**src/rtl/wt_mem_req_arbiter.sv**
```systemverilog
// rtl/wt_mem_req_arbiter.sv - I$/D$ memory request arbiter with outstanding limits
//
// Shares the single memory request channel between the I$ (source 0) and the
// D$ (source 1). A one-entry registered output stage holds the winning request
// until the adapter grants it. Each source may have at most MaxOutstanding
// requests in flight; returns are routed back by their source tag.
//
// Optional build macro: WT_ARB_ICACHE_PRIO_EN
//   defined   - fixed priority, I$ wins when both sources are eligible
//   undefined - round-robin between the two sources
//
// Ports:
//   clk_i, rst_i                 clock, synchronous active-high reset
//   ic_req_i/ic_data_i/ic_ack_o  I$ request, payload, accept pulse
//   dc_req_i/dc_data_i/dc_ack_o  D$ request, payload, accept pulse
//   mem_req_o/mem_data_o/mem_src_o/mem_gnt_i  registered request to adapter
//   rtrn_vld_i/rtrn_src_i        memory return valid and source tag
//   ic_rtrn_vld_o/dc_rtrn_vld_o  routed return pulses
//   err_o                        sticky protocol error (underflow, stray grant)

module wt_mem_req_arbiter #(
    parameter int PayloadWidth   = 128,
    parameter int MaxOutstanding = 4
) (
    input  logic                    clk_i,
    input  logic                    rst_i,
    input  logic                    ic_req_i,
    input  logic [PayloadWidth-1:0] ic_data_i,
    output logic                    ic_ack_o,
    input  logic                    dc_req_i,
    input  logic [PayloadWidth-1:0] dc_data_i,
    output logic                    dc_ack_o,
    output logic                    mem_req_o,
    output logic [PayloadWidth-1:0] mem_data_o,
    output logic                    mem_src_o,
    input  logic                    mem_gnt_i,
    input  logic                    rtrn_vld_i,
    input  logic                    rtrn_src_i,
    output logic                    ic_rtrn_vld_o,
    output logic                    dc_rtrn_vld_o,
    output logic                    err_o
);

    localparam logic [3:0] MaxCnt = 4'(MaxOutstanding);

    typedef enum logic {
        IDLE = 1'b0,
        HOLD = 1'b1
    } state_e;

    state_e                  state_q, state_d;
    logic [PayloadWidth-1:0] mem_data_q;
    logic                    mem_src_q;
    logic [3:0]              ic_cnt_q, dc_cnt_q;
    logic                    err_q;

    logic ic_elig, dc_elig;
    logic both_pick;
    logic accept;
    logic sel_src;
    logic ic_ret, dc_ret;
    logic ic_inc, dc_inc;

    // Return routing is purely combinational and ignores the FSM.
    assign ic_ret        = rtrn_vld_i & ~rtrn_src_i;
    assign dc_ret        = rtrn_vld_i &  rtrn_src_i;
    assign ic_rtrn_vld_o = ic_ret;
    assign dc_rtrn_vld_o = dc_ret;

    assign ic_elig = ic_req_i & (ic_cnt_q < MaxCnt);
    assign dc_elig = dc_req_i & (dc_cnt_q < MaxCnt);

`ifdef WT_ARB_ICACHE_PRIO_EN
    assign both_pick = 1'b0;
`else
    // Round-robin pointer: names the source favoured on the next tie.
    logic rr_q;

    always_ff @(posedge clk_i) begin
        if (rst_i) begin
            rr_q <= 1'b0;
        end else if (accept) begin
            rr_q <= ~sel_src;
        end
    end

    assign both_pick = rr_q;
`endif

    always_comb begin
        state_d  = state_q;
        accept   = 1'b0;
        sel_src  = 1'b0;
        ic_ack_o = 1'b0;
        dc_ack_o = 1'b0;
        unique case (state_q)
            IDLE: begin
                if (ic_elig && dc_elig) begin
                    sel_src = both_pick;
                end else begin
                    sel_src = dc_elig;
                end
                // Acks are suppressed during reset so nothing is accepted
                // that the reset would then discard.
                accept   = (ic_elig | dc_elig) & ~rst_i;
                ic_ack_o = accept & ~sel_src;
                dc_ack_o = accept &  sel_src;
                if (accept) begin
                    state_d = HOLD;
                end
            end
            HOLD: begin
                if (mem_gnt_i) begin
                    state_d = IDLE;
                end
            end
            default: state_d = IDLE;
        endcase
    end

    assign ic_inc = ic_ack_o;
    assign dc_inc = dc_ack_o;

    // Simultaneous accept and return cancel; a return at zero saturates.
    function automatic logic [3:0] cnt_next(logic [3:0] cnt, logic inc, logic dec);
        logic [3:0] res;
        res = cnt;
        case ({inc, dec})
            2'b10:   res = cnt + 4'd1;
            2'b01:   res = (cnt == 4'd0) ? cnt : cnt - 4'd1;
            default: res = cnt;
        endcase
        return res;
    endfunction

    always_ff @(posedge clk_i) begin
        if (rst_i) begin
            state_q    <= IDLE;
            mem_data_q <= '0;
            mem_src_q  <= 1'b0;
            ic_cnt_q   <= 4'd0;
            dc_cnt_q   <= 4'd0;
            err_q      <= 1'b0;
        end else begin
            state_q <= state_d;
            if (accept) begin
                mem_data_q <= sel_src ? dc_data_i : ic_data_i;
                mem_src_q  <= sel_src;
            end
            ic_cnt_q <= cnt_next(ic_cnt_q, ic_inc, ic_ret);
            dc_cnt_q <= cnt_next(dc_cnt_q, dc_inc, dc_ret);
            if ((ic_ret && ic_cnt_q == 4'd0) ||
                (dc_ret && dc_cnt_q == 4'd0) ||
                (state_q == IDLE && mem_gnt_i)) begin
                err_q <= 1'b1;
            end
        end
    end

    assign mem_req_o  = (state_q == HOLD);
    assign mem_data_o = mem_data_q;
    assign mem_src_o  = mem_src_q;
    assign err_o      = err_q;

endmodule
```
**config.mk**
```make
export PLATFORM = sky130hd
export DESIGN_NAME = wt_mem_req_arbiter
export DESIGN_NICKNAME = d
export VERILOG_FILES = /design/src/rtl/wt_mem_req_arbiter.sv
export SDC_FILE = /design/constraint.sdc
export NUM_CORES = 1
export LEC_CHECK = 0
export ABC_AREA = 1
export CORE_AREA = 2 2 156 158
export CTS_BUF_LIST = sky130_fd_sc_hd__clkbuf_8
export CTS_CLUSTER_DIAMETER = 50
export CTS_CLUSTER_SIZE = 24
export DETAILED_ROUTE_END_ITERATION = 7
export DIE_AREA = 0 0 158 160
export GPL_ROUTABILITY_DRIVEN = 1
export PLACE_DENSITY = 0.6
export SLEW_MARGIN = 20
export SYNTH_ARGS = -nofsm -noshare
export SYNTH_HDL_FRONTEND = slang
export SYNTH_SLANG_ARGS = --single-unit
```
**constraint.sdc**
```tcl
create_clock -name clk_i -period 2.9 [get_ports clk_i]
set_clock_uncertainty 0.1 [all_clocks]
set_input_delay 0.435 -clock clk_i [delete_from_list [all_inputs] [get_ports clk_i]]
set_output_delay 0.435 -clock clk_i [all_outputs]
set_load 0.1 [all_outputs]
```
Word-level counts from Yosys, hierarchy flattened
Cells that the tools add are included.
{ "word_totals": {"elab_cells": 58, "out_inout_bits": 135, "in_bits": 263, "regBits": 140} }
{ "op_classes": {"n_bitwise": 13, "add_sub_neg": 4, "n_reduce_logical": 12, "muxes": 14, "eq_ne": 6, "n_lt_le_gt_ge": 2} }
{ "ops": {"columns": ["op", "n"], "rows": [
  ["$mux W128", 1],
  ["$pmux W4 S2", 2],
  ["$add A4 B1 Y4 const B", 2],
  ["$logic_not A4 Y1", 2],
  ["$lt A4 B3 Y1 const B", 2],
  ["$mux W1", 8],
  ["$mux W4", 2],
  ["$sub A4 B1 Y4 const B", 2],
  ["$and A1 B1 Y1", 7],
  ["$not A1 Y1", 5],
  ["$eq A2 B1 Y1 const B", 2],
  ["$eq A2 B2 Y1 const B", 2],
  ["$logic_and A1 B1 Y1", 4],
  ["$ne A2 B2 Y1 const B", 2],
  ["$reduce_and A2 Y1", 2],
  ["$reduce_bool A2 Y1", 2],
  ["$logic_or A1 B1 Y1", 2],
  ["$pmux W1 S2", 1],
  ["$or A1 B1 Y1", 1]
]} }

Longest topological paths before layout
{ "depth": {"ltp_word": 11, "ltp_mapped": 17, "mapped_depth_nobuf": 17} }

Worst setup path before layout
No wires, ideal clock.
{ "synth_timing": {"kind": "input port to flip-flop", "from": "input port rtrn_src_i", "to": "register ic_cnt_q[3]", "setup_ps": 113, "n_path_buf": 0, "path_slack_ps": 221, "arrival_time_ps": 2466, "t_required_ps": 2687, "cell_stages": 13, "cell_sequence": "or2_2 inv_1 nand2_1 inv_1 ha_1 nand3_1 nand3_1 inv_1 nand2_1 nand2_1 nor2_1 nor2_1 nor2_1"} }
{ "synth_via": {"elab_chain_len": 5, "word_cells_on_any_way": 8, "classes_between": "eq/ne: 3; mux: 1; bitwise: 2; reduce/logical: 2"} }
{ "synth_rtl": {"columns": ["element", "line_no", "rtl"], "rows": [
  ["start, declared", "38", "input logic rtrn_src_i,"],
  ["$not A1 Y1 (*)", "65", "assign ic_ret = rtrn_vld_i & ~rtrn_src_i;"],
  ["$and A1 B1 Y1 (*)", "65", null],
  ["net ic_rtrn_vld_o", "39", "output logic ic_rtrn_vld_o,"],
  ["$eq A2 B1 Y1 / $eq A2 B2 Y1 (equally long branches)", "128", "case ({inc, dec})"],
  ["$ne A2 B2 Y1 (no source line) / $reduce_bool A2 Y1 (equally long branches)", null, null],
  ["$reduce_and A2 Y1 (no source line)", null, null],
  ["end signal, assigned", "150", "ic_cnt_q <= cnt_next(ic_cnt_q, ic_inc, ic_ret);"],
  ["end, declared", "54", "logic [3:0] ic_cnt_q, dc_cnt_q;"]
]} }
Mark *: on every way through the listed nets, which the timed path passes. The rest lies on a longest branch.
A chain may end at the register's enable or synchronous reset.

Final worst setup path
{ "layout_timing": {"from": "input port dc_req_i", "to": "output port dc_ack_o"} }
{ "layout_via": {"elab_chain_len": 6, "word_cells_on_any_way": 8, "classes_between": "mux: 3; bitwise: 4; reduce/logical: 1"} }
{ "layout_rtl": {"columns": ["element", "line_no", "rtl"], "rows": [
  ["start, declared", "30", "input logic dc_req_i,"],
  ["$and A1 B1 Y1 (*)", "71", "assign dc_elig = dc_req_i & (dc_cnt_q < MaxCnt);"],
  ["$logic_and A1 B1 Y1", "98", "if (ic_elig && dc_elig) begin"],
  ["$mux W1", "98", null],
  ["$mux W1", "96", "unique case (state_q)"],
  ["$and A1 B1 Y1 (*)", "107", "dc_ack_o = accept & sel_src;"],
  ["$mux W1 (*)", "96", null],
  ["end, declared", "32", "output logic dc_ack_o,"]
]} }
Mark *: on every way between the ends. The rest lies on a longest branch, timed or not. The select of a mux whose other input is x is not followed.

==> impl_metrics.py <==
metrics = {
    "finish": {
        "layout.cells.non_filler": 1567,
        "synthToLayoutAreaGrowth_pct": 65.4,
        "fin_util_pct": 45.5,
        "n_antenna_cell": 0,
        "finalNetCount": 1500,
        "drive_gt1_share_pct": 23.1,
    },
    "place": {
        "dp_hpwl_um": 17300,
        "post-place-cells": 1536,
        "numPortBuffers": 397,
        "gp_congestion": 0.801,
    },
    "drt": {
        "viasPerCell": 4.50,
        "avgRoutedWirePerCell_um": 15.3,
        "ant_nets": 0,
        "dr_wl_met2_um": 11100,
        "drc": 0,
        "drt_pass1_iterations": 4,
        "via_count": 7045,
        "initialDrtViolationCount": 334,
        "routed_wl_um": 23900,
        "route.met3.wl_um": 2200,
        "top_layer_used": "met4",
        "wl_met1_um": 10000,
    },
    "floorplanning": {
        "ios": 398,
        "die_y_um": 160,
        "fp-row-count": 57,
        "die_area_um2": 25300,
        "initial_core_util_pct": 27.5,
        "core_region_area_um2": 23800,
        "die_w_um": 158,
    },
    "sta": {
        "setup_tns_ns": 0,
        "slew_headroom_pct": 42.3,
        "holdWs_ns": 0.309,
        "worst_slew_pin_slew_ns": 0.866,
        "hold_viol_final": 0,
        "fin_crit_ns": 2.38,
        "finalCritPeriodShare_pct": 82.0,
        "rsz0062_at_grt": "no",
        "clock.fmax_mhz": 421,
        "drv_slew": 0,
        "final-setup-viol-count": 0,
    },
    "pwr": {
        "power_frac_comb_pct": 43.7,
        "p_total_w": 0.00686,
        "leakage_nw": 4.37,
        "p_int_w": 0.00375,
        "seq_power_share_pct": 33.0,
        "ir_worst_vdd_mv": 0.299,
        "switching_share_pct": 45.3,
        "switchingPower_w": 0.00311,
        "clkPwrFrac_pct": 23.3,
        "p_per_area_nw_per_um2": 633,
    },
    "logic_synthesis": {
        "yosysTopAreaCellShare_pct": 42.8,
        "synth-edff-count": 0,
        "synth_cell_type_count": 33,
        "async_flop_share_pct": 0,
        "syn_area_per_cell_um2": 7.66,
        "syn-cell-area_um2": 6550,
        "yosys_warnings": 0,
        "syn_nets": 1124,
        "syn_inst": 855,
        "ys.flop_type": "dfxtp_1",
        "ys_ff_latch": 140,
        "synth_top_cell_by_area": "dfxtp_1",
        "ys_top_cells_by_area": "dfxtp_1 43%, nand2_1 19%, a31oi_2 7.6%, a31oi_1 4.8%, nand2_2 4.1%",
        "synth_seq_area_share_pct": 42.8,
    },
    "critical_path": {
        "crit_path_start_kind": "input pin",
        "arrival_ns": 1.84,
        "worstPathRequired_ns": 2.37,
        "reg2reg_slack_ns": 0.73,
        "crit_type": "input pin to output port",
        "critPathCaptureType": "output port",
        "cp_max_fo": 16,
    },
    "global_route": {
        "track_usage_pct": 18.2,
        "overflow": 0,
        "antenna_found_initial": 0,
        "grt_pass1_wl_um": 36200,
        "grt_max_degree": 64,
        "grt_pass1_vias": 6719,
    },
    "clock_tree": {
        "insertion_delay_ns": 0.44,
        "cts-root-buf": "clkbuf_8",
        "path_clk_slew_ns": 0.08,
        "h-tree-depth": 4,
        "postCtsSetupBuffers": 0,
        "cts_resized": 0,
        "cts_buffers": 17,
        "cts_tree": "done",
        "clockBufferDepth": 2,
        "clock-sinks": 140,
        "cts_hold_buf": 0,
    },
    "min_path": {
        "hold_path.class": "input pin to register",
    },
    "status": {
        "status": "finished clean",
    },
    "job": {
        "cap_violations": 0,
    },
}
## area by class of cell
type	count	area, um^2
flip-flops and latches	140	2800
well taps	324	405
repair buffers	414	3870
multi-input cells	612	3200
inverters	46	176
clock buffers	17	234
clock inverters	14	148
fillers	2422	13000
## cells in the final DEF (no fill, tap or decap), types with 2 or more instances in the layout
cell               n
a21oi_1           13
a31o_1             3
a31o_2             3
a31oi_1           50
a31oi_2           40
buf_12             9
buf_4            144
bufinv_16          2
clkbuf_8          17
clkdlybuf4s50_1  261
clkinvlp_4         6
dfxtp_1          140
fa_1               2
ha_1               4
inv_1             40
inv_2              5
inv_6              4
nand2_1          330
nand2_2           43
nand2_4            3
nand3_1           44
nand4_1            4
nor2_1            23
nor2_2             2
nor2_4             3
o21ai_0           18
o21ai_1           19
or2_2              2
xnor2_1            2
## power by group through the flow
stage / Clock, W / Sequential [W] / Combinational, W
global placement: 0 / 0.00230 / 0.00301
global route: 0.00173 / 0.00229 / 0.00315
detailed placement: 0 / 0.00230 / 0.00301
floorplan: 0 / 0.00373 / 0.000698
finish: 0.00160 / 0.00226 / 0.00300
CTS: 0.00166 / 0.00226 / 0.00302
## state kept, by name, summed over array words and instances (netlist names)
name	cells
both_pick	1
dc_cnt_q	4
err_o	1
ic_cnt_q	4
mem_data_o	128
mem_req_o	1
mem_src_o	1
## kinds of logic (layout without fill, tap and decap cells)
| group | Yosys count | after routing | share of synthesized area, % |
|---|---|---|---|
| and+or+nand+nor | 456 | 456 | 29.9 |
| DFF | 140 | 140 | 42.8 |
| AOI/OAI and AO/OA | 148 | 148 | 17.3 |
| buffers and inverters | 103 | 491 | 8.40 |
| xor gates and xnor gates | 2 | 2 | 0.267 |
| adders and majority gates | 6 | 6 | 1.38 |
## Yosys cell counts (13+ instances only)
| library cell | instances |
|---|---|
| nand2_1 | 330 |
| o21ai_0 | 18 |
| a31oi_2 | 40 |
| nand2_2 | 43 |
| clkbuf_1 | 22 |
| dfxtp_1 | 140 |
| buf_2 | 22 |
| a21oi_1 | 13 |
| inv_1 | 38 |
| nor2_1 | 23 |
| o21ai_1 | 19 |
| nand3_1 | 44 |
| a31oi_1 | 50 |
## metrics by stage
stage          setup slack [ns]  cell area, um^2
2_1_floorplan             0.221             6550
3_3_place_gp              0.356            10500
3_5_place_dp              0.319            10500
4_1_cts                   0.509            10800
5_1_grt                   0.460            10800
6_report                  0.522            10800
## per-layer routing
layer | global-route usage [%] | up-vias
met5 | 0 | -
met4 | 5.81 | 0
met3 | 6.32 | 35
met2 | 30.2 | 281
met1 | 22.1 | 3184
li1 | - | 3545
## worst max-delay path, cell delays in order
cell and delay [ns]:
clkdlybuf4s50_1 0.48, inv_1 0.07, nor2_4 0.12, nand2_4 0.09
inv_2 0.08, nand2_4 0.07, inv_4 0.26, buf_12 0.22
## path summary, 6_finish.rpt
kind	from	end	cells after the start
worst max-delay path	dc_req_i	dc_ack_o	8
worst min-delay path	rst_i	mem_src_o	4
worst max register to register	dc_cnt_q[3]	ic_cnt_q[3]	14
worst min register to register	mem_src_o	mem_src_o	2
(Power assumes the default switching activity.)
